===== src/rtl/lsu_pkg.sv =====
// Shared encodings and helpers for the load/store unit.
package lsu_pkg;

    localparam logic [1:0] SZ_BYTE = 2'b00;
    localparam logic [1:0] SZ_HALF = 2'b01;
    localparam logic [1:0] SZ_WORD = 2'b10;

    typedef enum logic {
        ST_IDLE = 1'b0,
        ST_RMW  = 1'b1
    } lsu_state_e;

    // Size 2'b11 is handled as a word.
    function automatic logic misaligned(input logic [1:0] size, input logic [1:0] lo);
        logic bad;
        bad = 1'b0;
        case (size)
            SZ_BYTE: bad = 1'b0;
            SZ_HALF: bad = lo[0];
            default: bad = (lo != 2'b00);
        endcase
        return bad;
    endfunction

endpackage


===== src/rtl/load_store_unit_if.sv =====
// Pipeline request/response and data-memory signals of the load/store unit.
interface load_store_unit_if #(
    parameter int ADDR_W = 32,
    parameter int DATA_W = 32
);
    logic              req_valid;
    logic              req_write;
    logic [1:0]        req_size;
    logic              req_unsigned;
    logic [ADDR_W-1:0] req_addr;
    logic [DATA_W-1:0] req_wdata;
    logic              stall;
    logic              resp_valid;
    logic [DATA_W-1:0] resp_rdata;
    logic              fault;
    logic [ADDR_W-1:0] mem_addr;
    logic [DATA_W-1:0] mem_wdata;
    logic              mem_read;
    logic              mem_write;
    logic [DATA_W-1:0] mem_rdata;

    modport slave (
        input  req_valid, req_write, req_size, req_unsigned, req_addr, req_wdata, mem_rdata,
        output stall, resp_valid, resp_rdata, fault, mem_addr, mem_wdata, mem_read, mem_write
    );

    modport master (
        output req_valid, req_write, req_size, req_unsigned, req_addr, req_wdata, mem_rdata,
        input  stall, resp_valid, resp_rdata, fault, mem_addr, mem_wdata, mem_read, mem_write
    );
endinterface


===== src/rtl/lsu_align.sv =====
// Combinational lane handling: load extraction/extension and sub-word store merge.
module lsu_align
    import lsu_pkg::*;
(
    input  logic [31:0] ld_word,
    input  logic [1:0]  ld_lane,
    input  logic [1:0]  ld_size,
    input  logic        ld_unsigned,
    output logic [31:0] ld_data,
    input  logic [31:0] st_old,
    input  logic [31:0] st_new,
    input  logic [1:0]  st_lane,
    input  logic [1:0]  st_size,
    output logic [31:0] st_word
);

    logic [7:0]  ld_byte;
    logic [15:0] ld_half;

    always_comb begin
        ld_byte = ld_word[{ld_lane, 3'b000} +: 8];
        ld_half = ld_word[{ld_lane[1], 4'b0000} +: 16];
        ld_data = ld_word;
        case (ld_size)
            SZ_BYTE: ld_data = {{24{~ld_unsigned & ld_byte[7]}}, ld_byte};
            SZ_HALF: ld_data = {{16{~ld_unsigned & ld_half[15]}}, ld_half};
            default: ld_data = ld_word;
        endcase
    end

    always_comb begin
        st_word = st_new;
        case (st_size)
            SZ_BYTE: begin
                st_word = st_old;
                st_word[{st_lane, 3'b000} +: 8] = st_new[7:0];
            end
            SZ_HALF: begin
                st_word = st_old;
                st_word[{st_lane[1], 4'b0000} +: 16] = st_new[15:0];
            end
            default: st_word = st_new;
        endcase
    end

endmodule


===== src/rtl/load_store_unit.sv =====
// MEM-stage load/store front end: word-only memory access, sub-word stores via read-modify-write.
// Misalignment faults are enabled by defining LSU_FAULT_EN.
module load_store_unit
    import lsu_pkg::*;
#(
    parameter int ADDR_W = 32,
    parameter int DATA_W = 32
) (
    input  logic               clk,
    input  logic               reset,
    load_store_unit_if.slave   bus
);

    lsu_state_e        state, state_nx;
    logic [ADDR_W-1:0] lat_addr;
    logic [1:0]        lat_lane;
    logic [1:0]        lat_size;
    logic [DATA_W-1:0] lat_wdata;
    logic [DATA_W-1:0] lat_old;
    logic              req_mis;
    logic              req_subword;
    logic [ADDR_W-1:0] req_word_addr;
    logic [DATA_W-1:0] ld_data;
    logic [DATA_W-1:0] st_word;

`ifdef LSU_FAULT_EN
    assign req_mis = misaligned(bus.req_size, bus.req_addr[1:0]);
`else
    assign req_mis = 1'b0;
`endif

    assign req_subword   = (bus.req_size == SZ_BYTE) || (bus.req_size == SZ_HALF);
    assign req_word_addr = {bus.req_addr[ADDR_W-1:2], 2'b00};

    lsu_align u_align (
        .ld_word     (bus.mem_rdata),
        .ld_lane     (bus.req_addr[1:0]),
        .ld_size     (bus.req_size),
        .ld_unsigned (bus.req_unsigned),
        .ld_data     (ld_data),
        .st_old      (lat_old),
        .st_new      (lat_wdata),
        .st_lane     (lat_lane),
        .st_size     (lat_size),
        .st_word     (st_word)
    );

    always_comb begin
        state_nx      = state;
        bus.stall     = 1'b0;
        bus.mem_read  = 1'b0;
        bus.mem_write = 1'b0;
        bus.mem_addr  = req_word_addr;
        bus.mem_wdata = bus.req_wdata;
        unique case (state)
            ST_IDLE: begin
                if (bus.req_valid && !req_mis) begin
                    if (!bus.req_write) begin
                        bus.mem_read = 1'b1;
                    end else if (!req_subword) begin
                        bus.mem_write = 1'b1;
                    end else begin
                        bus.mem_read = 1'b1;
                        bus.stall    = 1'b1;
                        state_nx     = ST_RMW;
                    end
                end
            end
            ST_RMW: begin
                bus.mem_write = 1'b1;
                bus.mem_addr  = lat_addr;
                bus.mem_wdata = st_word;
                state_nx      = ST_IDLE;
            end
        endcase
        // Reset must also kill a pending RMW write, not just the state.
        if (reset) begin
            bus.stall     = 1'b0;
            bus.mem_read  = 1'b0;
            bus.mem_write = 1'b0;
        end
    end

    always_ff @(posedge clk) begin
        if (reset) begin
            state          <= ST_IDLE;
            bus.resp_valid <= 1'b0;
            bus.resp_rdata <= '0;
            lat_addr       <= '0;
            lat_lane       <= '0;
            lat_size       <= '0;
            lat_wdata      <= '0;
            lat_old        <= '0;
        end else begin
            state          <= state_nx;
            bus.resp_valid <= 1'b0;
            bus.resp_rdata <= '0;
            unique case (state)
                ST_IDLE: begin
                    if (bus.req_valid) begin
                        if (req_mis) begin
                            bus.resp_valid <= 1'b1;
                        end else if (!bus.req_write) begin
                            bus.resp_valid <= 1'b1;
                            bus.resp_rdata <= ld_data;
                        end else if (!req_subword) begin
                            bus.resp_valid <= 1'b1;
                        end else begin
                            lat_addr  <= req_word_addr;
                            lat_lane  <= bus.req_addr[1:0];
                            lat_size  <= bus.req_size;
                            lat_wdata <= bus.req_wdata;
                            lat_old   <= bus.mem_rdata;
                        end
                    end
                end
                ST_RMW: bus.resp_valid <= 1'b1;
            endcase
        end
    end

`ifdef LSU_FAULT_EN
    always_ff @(posedge clk) begin
        if (reset) begin
            bus.fault <= 1'b0;
        end else begin
            bus.fault <= (state == ST_IDLE) && bus.req_valid && req_mis;
        end
    end
`else
    assign bus.fault = 1'b0;
`endif

endmodule


===== src/flat_wrapper.sv =====
// flat-port wrapper written by rule: the top's interface ports become plain ports
module load_store_unit_flat import lsu_pkg::*;
#(
    parameter int ADDR_W = 32,
    parameter int DATA_W = 32
)
  (clk, reset, bus_req_valid, bus_req_write, bus_req_size, bus_req_unsigned, bus_req_addr, bus_req_wdata, bus_mem_rdata, bus_stall, bus_resp_valid, bus_resp_rdata, bus_fault, bus_mem_addr, bus_mem_wdata, bus_mem_read, bus_mem_write);
  load_store_unit_if #(.ADDR_W(ADDR_W), .DATA_W(DATA_W)) bus_i ();
  input  logic clk;
  input  logic reset;
  input wire logic [$bits(bus_i.req_valid)-1:0] bus_req_valid;
  input wire logic [$bits(bus_i.req_write)-1:0] bus_req_write;
  input wire logic [$bits(bus_i.req_size)-1:0] bus_req_size;
  input wire logic [$bits(bus_i.req_unsigned)-1:0] bus_req_unsigned;
  input wire logic [$bits(bus_i.req_addr)-1:0] bus_req_addr;
  input wire logic [$bits(bus_i.req_wdata)-1:0] bus_req_wdata;
  input wire logic [$bits(bus_i.mem_rdata)-1:0] bus_mem_rdata;
  output wire logic [$bits(bus_i.stall)-1:0] bus_stall;
  output wire logic [$bits(bus_i.resp_valid)-1:0] bus_resp_valid;
  output wire logic [$bits(bus_i.resp_rdata)-1:0] bus_resp_rdata;
  output wire logic [$bits(bus_i.fault)-1:0] bus_fault;
  output wire logic [$bits(bus_i.mem_addr)-1:0] bus_mem_addr;
  output wire logic [$bits(bus_i.mem_wdata)-1:0] bus_mem_wdata;
  output wire logic [$bits(bus_i.mem_read)-1:0] bus_mem_read;
  output wire logic [$bits(bus_i.mem_write)-1:0] bus_mem_write;
  assign bus_i.req_valid = bus_req_valid;
  assign bus_i.req_write = bus_req_write;
  assign bus_i.req_size = bus_req_size;
  assign bus_i.req_unsigned = bus_req_unsigned;
  assign bus_i.req_addr = bus_req_addr;
  assign bus_i.req_wdata = bus_req_wdata;
  assign bus_i.mem_rdata = bus_mem_rdata;
  assign bus_stall = bus_i.stall;
  assign bus_resp_valid = bus_i.resp_valid;
  assign bus_resp_rdata = bus_i.resp_rdata;
  assign bus_fault = bus_i.fault;
  assign bus_mem_addr = bus_i.mem_addr;
  assign bus_mem_wdata = bus_i.mem_wdata;
  assign bus_mem_read = bus_i.mem_read;
  assign bus_mem_write = bus_i.mem_write;
  load_store_unit #(.ADDR_W(ADDR_W), .DATA_W(DATA_W)) u_core (.clk(clk), .reset(reset), .bus(bus_i));
endmodule

===== config.mk =====
export PLATFORM = sky130hd
export DESIGN_NAME = load_store_unit_flat
export DESIGN_NICKNAME = d
export VERILOG_FILES = /design/src/rtl/lsu_pkg.sv /design/src/rtl/load_store_unit_if.sv /design/src/rtl/lsu_align.sv /design/src/rtl/load_store_unit.sv /design/src/flat_wrapper.sv
export SDC_FILE = /design/constraint.sdc
export NUM_CORES = 1
export LEC_CHECK = 0
export ABC_AREA = 1
export BUFFER_PORTS_ARGS = -buffer_cell sky130_fd_sc_hd__buf_2
export CORE_MARGIN = 4
export CORE_UTILIZATION = 42
export DETAILED_ROUTE_END_ITERATION = 16
export GPL_TIMING_DRIVEN = 1
export PLACE_DENSITY_LB_ADDON = 0.3
export SYNTH_ARGS = -nofsm -noshare
export SYNTH_HDL_FRONTEND = slang
export SYNTH_SLANG_ARGS = --single-unit
export TNS_END_PERCENT = 1

===== constraint.sdc =====
create_clock -name clk -period 2.2 [get_ports clk]
set_clock_uncertainty 0.05 [all_clocks]
set_input_delay 0.44 -clock clk [delete_from_list [all_inputs] [get_ports clk]]
set_output_delay 0.44 -clock clk [all_outputs]
set_load 0.01 [all_outputs]

==> metrics, run 1 <==
fin. max-slew vios=0; FP Rows=46; max-cap violation count=0; Syn Std Cell Area=6810 µm²; maximum buffer depth of the clock tree=2; Peak Freq=0.407 GHz; CTS clock-pin slew for the worst setup and hold paths=0.05 ns; Post-Route Setup TNS=-5.88 ns; Port Buffer Count=200; violated checks=setup timing; CP Cell Sequence=inv_4 -> ha_4 -> inv_4 -> nor2_4 -> buf_6 -> nand4_1 -> nand2_1 -> nand2_2 -> a21oi_2 -> buf_2; Seq/Total Area, Yosys=38.8%; # nets final=1,374; status=finished with violations; Worst Setup Start Kind=flip-flop; Crit path required time=1.71 ns; # clock sinks=132; worst path buffer plus inverter count=4; CTS root buffer=clkbuf_16; final cell count without fillers=1,497; die area=18,300 µm²; Detailed Route WL=23,800 µm; io pins=204; Area contributors post-synth=dfxtp_1 39%, nand2_1 15%, nor2_1 11%; height of the die=135 µm; Avg WL per Cell=15.9 µm; CP arrival=1.97 ns; total grt overflow=0; Setup Viol. Count Final=32; design area=8900 µm²; Slew @ Worst Pin=0.527 ns; most frequent cells in the layout=261 x nand2_1, 198 x nor2_1, 197 x buf_2, 128 x dfxtp_1, 118 x o21ai_0; fin util=56.0%; Mapped Avg Cell Area=6.31 µm²; Hold EP=u_core.bus.resp_valid$_SDFF_PP0_; antenna violations before repair=2; hold depth=2; Static Leak=4.25 nW; DP HPWL=16,700 µm; worst reg2reg setup slack=0.60 ns; total number of vias=7,758; Rel. slew slack=64.9%; cell taking the most area after synthesis=dfxtp_1; CP Capture Type=output pin; H-tree depth=4; CTS tree=done; maximum vdd drop=0.000559 V; vias in the first global route=7,133; Period minus WS final=2.46 ns; global-route wire length before repair=37,300 µm; Worst Hold Class=input pin to flip-flop; critical path's largest stage delay=0.36 ns; layout filler cell count=1,630; Synth top area share=38.8%; post-route ant nets=0; CP top delay family=buffers and inverters; library cells used by synthesis=27; largest net degree at the start of global routing=98; Syn Inst Count=1,078; crit path max-delay cell type=dfxtp_4; Ys Warns=0; PnR worst setup slack=-0.259 ns; Initial Util=42.8%; RSZ-0062 raised after global routing=yes; First DRT Iteration DRCs=798; Die W=135 µm; most common cell after layout, fill and taps aside=nand2_1; routability cong.=0.922; placed cells=1,460; CP most frequent cell=inv_4; final-report hold violation count=0; Setup CP Type=flip-flop to output pin; layout cells sized above 1=25.6%; R2R depth=5; final period utilization=112%; DRC=0; FF-to-FF Start=u_core.state$_SDFF_PP0_; Max FO, Critical Path=8; Yosys reg bits=132; DP Area=8080 µm²; GRT Overall Usage=25.7%; Hold Startpoint=reset; Cell Pwr Density=709 nW/µm²; Tot Pwr=6.31 mW; Num CTS Buffers=17; Via density=5.18; drt first pass iters=7; Worst-Skew Late Latency=0.42 ns; Core Region=15,900 µm²; FF-to-FF End=u_core.lat_old[21]$_SDFFE_PP0P_; Area Growth Syn to Fin=30.8%
worst register-to-register path, stage by stage (launching register included):
cell	delay, ns
dfxtp_2	0.37
nor3_4	0.27
clkinv_2	0.13
buf_12	0.19
o21ai_0	0.39
a21oi_1	0.07
Yosys cell counts, drive strengths merged:
cell type and number:
conb 1, a21oi 139, nor3 3, ha 5
o211ai 7, nand4 8, nor2 203, clkbuf 30
dfxtp 132, buf 41, clkinv 2, nand3 18
o21ai 132, o22ai 16, inv 72, nand2 269
layout make-up:
class	instances	area, µm²	share of cell area, %
Multi-Input combinational cell	803	3730	42.0
Sequential cell	132	2650	29.8
Timing Repair Buffer	238	1380	15.5
Clock buffer	23	468	5.26
Inverter	74	287	3.22
Tap cell	216	270	3.04
Clock inverter	9	104	1.17
Antenna cell	2	5.00	0.0562
stage by stage:
stage                     hold slack (ns)  setup WS (ns)
after floorplan                     0.394        -0.0710
after global placement              0.420         0.0860
after detailed placement            0.418         0.0745
after CTS                           0.193         -0.222
after global routing                0.202         -0.347
final                               0.203         -0.259
worst max-delay path by stage:
stage | start | to | slack, ns | cells past startpoint
final | u_core.lat_lane[1]$_SDFFE_PP0P_ | bus_mem_wdata[20] | -0.26 | 10
after global routing | u_core.lat_lane[1]$_SDFFE_PP0P_ | bus_mem_wdata[20] | -0.35 | 10
after CTS | u_core.lat_lane[1]$_SDFFE_PP0P_ | bus_mem_wdata[18] | -0.22 | 10
after detailed placement | u_core.lat_lane[0]$_SDFFE_PP0P_ | bus_mem_wdata[4] | 0.07 | 9
after global placement | u_core.lat_lane[0]$_SDFFE_PP0P_ | bus_mem_wdata[4] | 0.09 | 9
after floorplan | u_core.lat_lane[0]$_SDFFE_PP0P_ | bus_mem_wdata[10] | -0.07 | 9
power by group:
part           switching, mW  internal (mW)  total (mW)
registers             0.0610           2.50        2.56
clock network           1.05           1.72        2.77
logic                  0.610          0.371       0.981
total                   1.72           4.59        6.31
logic make-up after synthesis:
group / count (synthesis) / synth area share (%)
simple gates: 501 / 28.8
compound gates: 294 / 22.2
buf+inv: 145 / 9.19
flops: 132 / 38.8
fa+ha+maj: 5 / 0.919
other cells: 1 / 0.0551
sequential cells by signal, indices dropped and copies added, names as in the netlist:
register / cells
u_core.lat_lane: 2
u_core.state: 1
u_core.lat_wdata: 32
u_core.lat_addr: 30
u_core.lat_size: 2
u_core.lat_old: 32
u_core.bus.resp_rdata: 32
u_core.bus.resp_valid: 1
repair_timing:
| item | 4_1_cts | 5_1_grt |
|---|---|---|
| resized for setup | 31 | 29 |
| endpoints found under the setup margin | 32 | 32 |
| setup buffers | 3 | 0 |
| pin swaps | 10 | 9 |
| hold buffers | 0 | 0 |
layer usage:
metal  GRT usage, %  part of all wire, %  routed length, µm
met1           36.0                   45              10700
met2           39.4                   46              10900
met3           6.54                  8.0               1890
met4           6.77                  1.2                288
met5              0                0.050                 12
Power figures use the tool's default switching activity.
==> run 2: changes to the inputs <==
--- a/config.mk
+++ b/config.mk
@@ -14,2 +14,3 @@
 export PLACE_DENSITY_LB_ADDON = 0.3
+export REMOVE_ABC_BUFFERS = 1
 export SYNTH_ARGS = -nofsm -noshare
==> constraint.sdc (replaced) <==
create_clock -name clk -period 2.2 [get_ports clk]
set_clock_uncertainty 0.05 [all_clocks]
set_input_delay 0.11 -clock clk [delete_from_list [all_inputs] [get_ports clk]]
set_output_delay 0.11 -clock clk [all_outputs]
set_load 0.01 [all_outputs]
==> run 2 against run 1 <==
  * Combinational power increased by 8%
  * Via count increased by 3.2%
  * Sequential share of layout area decreased by 2.5 points
  * Critical path type unchanged
  * Non-clock buffer count increased by 90
  * Clock power decreased by 2%
  * Core utilization increased by 5.0 points
  * Global-route usage increased by 0.11 points
  * First-iteration DRC count decreased by 4.8%
  * The run now ends clean
==> metrics, run 2 (synthesis results as in run 1) <==
status=finished clean; Setup Viol. Count Final=0 (-100%); CTS tree=done; routability cong.=0.947 (+2.7%); Avg WL per Cell=15.0 µm (-5.4%); antenna violations before repair=0 (-2); Port Buffer Count=200 (unchanged); Area Growth Syn to Fin=42.5%; # clock sinks=132 (unchanged); Period minus WS final=2.13 ns (-0.326 ns); layout cells sized above 1=21.6% (-4.0 points); total number of vias=8,008 (+3.2%); Worst-Skew Late Latency=0.41 ns (about the same); worst path buffer plus inverter count=3 (-1); RSZ-0062 raised after global routing=yes; most common cell after layout, fill and taps aside=nand2_1; post-route ant nets=0 (unchanged); Rel. slew slack=60.3% (-4.6 points); most frequent cells in the layout=263 x nand2_1, 200 x nor2_1, 199 x buf_2, 129 x dfxtp_1, 126 x a21oi_1; Worst Hold Class=input pin to flip-flop; Post-Route Setup TNS=0 ns (+5.88 ns); global-route wire length before repair=37,800 µm (+1.1%); CTS root buffer=clkbuf_16; CP most frequent cell=nand2_1; Cell Pwr Density=653 nW/µm² (-7.9%); Setup CP Type=flip-flop to output pin; crit path max-delay cell type=dfxtp_4; Max FO, Critical Path=12 (+4); GRT Overall Usage=25.8% (+0.11 points); drt first pass iters=6 (-1); largest net degree at the start of global routing=98 (unchanged); FP Rows=46 (unchanged); Core Region=15,900 µm² (unchanged); Worst Setup Start Kind=flip-flop; worst reg2reg setup slack=0.32 ns (-0.28 ns); CTS clock-pin slew for the worst setup and hold paths=0.06 ns (about the same); final-report hold violation count=0 (unchanged); die area=18,300 µm² (unchanged); io pins=204 (unchanged); FF-to-FF Start=u_core.state$_SDFF_PP0_; FF-to-FF End=u_core.bus.resp_rdata[15]$_SDFF_PP0_; critical path's largest stage delay=0.37 ns (about the same); Die W=135 µm (unchanged); max-cap violation count=0 (unchanged); total grt overflow=0 (unchanged); # nets final=1,464 (+6.6%); crit path launch=u_core.lat_lane[1]$_SDFFE_PP0P_; H-tree depth=4 (unchanged); top flop regs=u_core.bus.resp_rdata x32, u_core.lat_old x32, u_core.lat_wdata x32; maximum buffer depth of the clock tree=2 (unchanged); CP Capture Type=output pin; CP Cell Sequence=inv_8 -> ha_2 -> nand2_1 -> nor3_2 -> buf_4 -> nand2_1 -> nand2_1 -> nand2_1 -> a21oi_2 -> buf_2; maximum vdd drop=0.000535 V (-4.3%); Peak Freq=0.469 GHz (+15%); number of diodes=0 (-2); DP HPWL=15,500 µm (-7.2%); critical path depth=10 (unchanged); CP arrival=1.97 ns (about the same); First DRT Iteration DRCs=760 (-4.8%); Crit path required time=2.04 ns (+0.33 ns); Static Leak=4.62 nW (+8.8%); Initial Util=42.8% (unchanged); final period utilization=96.9% (-15 points); DRC=0 (unchanged); Num CTS Buffers=17 (unchanged); fin. max-slew vios=0 (unchanged); Tot Pwr=6.33 mW (+0.28%); Detailed Route WL=23,800 µm (about the same); height of the die=135 µm (unchanged); critical path capture point=bus_mem_wdata[4]; Slew @ Worst Pin=0.596 ns (+0.0691 ns); CP top delay family=buffers and inverters; Via density=5.07 (-2.3%); vias in the first global route=7,511 (+5.3%); R2R depth=7 (+2)
## run 2: worst min-delay path: cells and delay by family
kind	cells	cell delay, ns
buf+inv	2	0.13
simple gates	1	0.14
compound gates	1	0.08
## run 2: where the power goes
part | internal (mW) | switching [mW] | total (mW)
clock network | 1.72 | 0.988 | 2.71
logic | 0.454 | 0.605 | 1.06
registers | 2.50 | 0.0612 | 2.56
total | 4.68 | 1.65 | 6.33
## run 2: layout make-up
| cell class | count | area (µm²) |
|---|---|---|
| fill | 1520 | 6190 |
| multi-input combinational | 803 | 3650 |
| sequential | 132 | 2650 |
| timing repair buffer | 328 | 2280 |
| clock buffer | 22 | 474 |
| inverter | 74 | 287 |
| tap | 216 | 270 |
| clock inverter | 6 | 80.1 |
## run 2: through the flow
step	utilization (%)	instances	cell area (µm²)	hold slack, ns	worst slack [ns]
floorplan	-	1009	6470	0.129	-1.57
global route	61.0	1581	9700	0.0478	-0.0396
detailed placement	50.4	1452	8010	0.303	0.167
CTS	60.4	1580	9600	0.0932	0.0185
global placement	50.4	1452	8010	0.297	0.242
finish	61.0	1581	9700	0.0488	0.0677
## run 2: worst min path at each step
stage | start | endpoint | slack [ns] | cells past startpoint
after floorplan | reset | u_core.bus.resp_valid$_SDFF_PP0_ | 0.13 | 1
after global placement | bus_req_addr[31] | u_core.lat_addr[31]$_SDFFE_PP0P_ | 0.30 | 3
after detailed placement | bus_req_wdata[31] | u_core.lat_wdata[31]$_SDFFE_PP0P_ | 0.30 | 3
after CTS | bus_req_size[1] | u_core.state$_SDFF_PP0_ | 0.09 | 4
after global routing | bus_req_unsigned | u_core.bus.resp_rdata[14]$_SDFF_PP0_ | 0.05 | 4
final | bus_req_unsigned | u_core.bus.resp_rdata[10]$_SDFF_PP0_ | 0.05 | 4
## run 2: what timing repair did
item	CTS	global route
pin swaps	0	3
buffers inserted	0	1
gates resized for setup	10	27
endpoints found under the hold margin	119	0
hold buffers	100	0
setup endpoints to repair	32	33
## run 2: per-layer routing
metal / vias to the layer above / track usage [%] / routed length (µm)
met3: 43 / 5.68 / 1650
met4: 0 / 9.69 / 639
met5: - / 0 / 0
li1: 4028 / - / -
met1: 3613 / 33.5 / 10300
met2: 324 / 42.0 / 11200
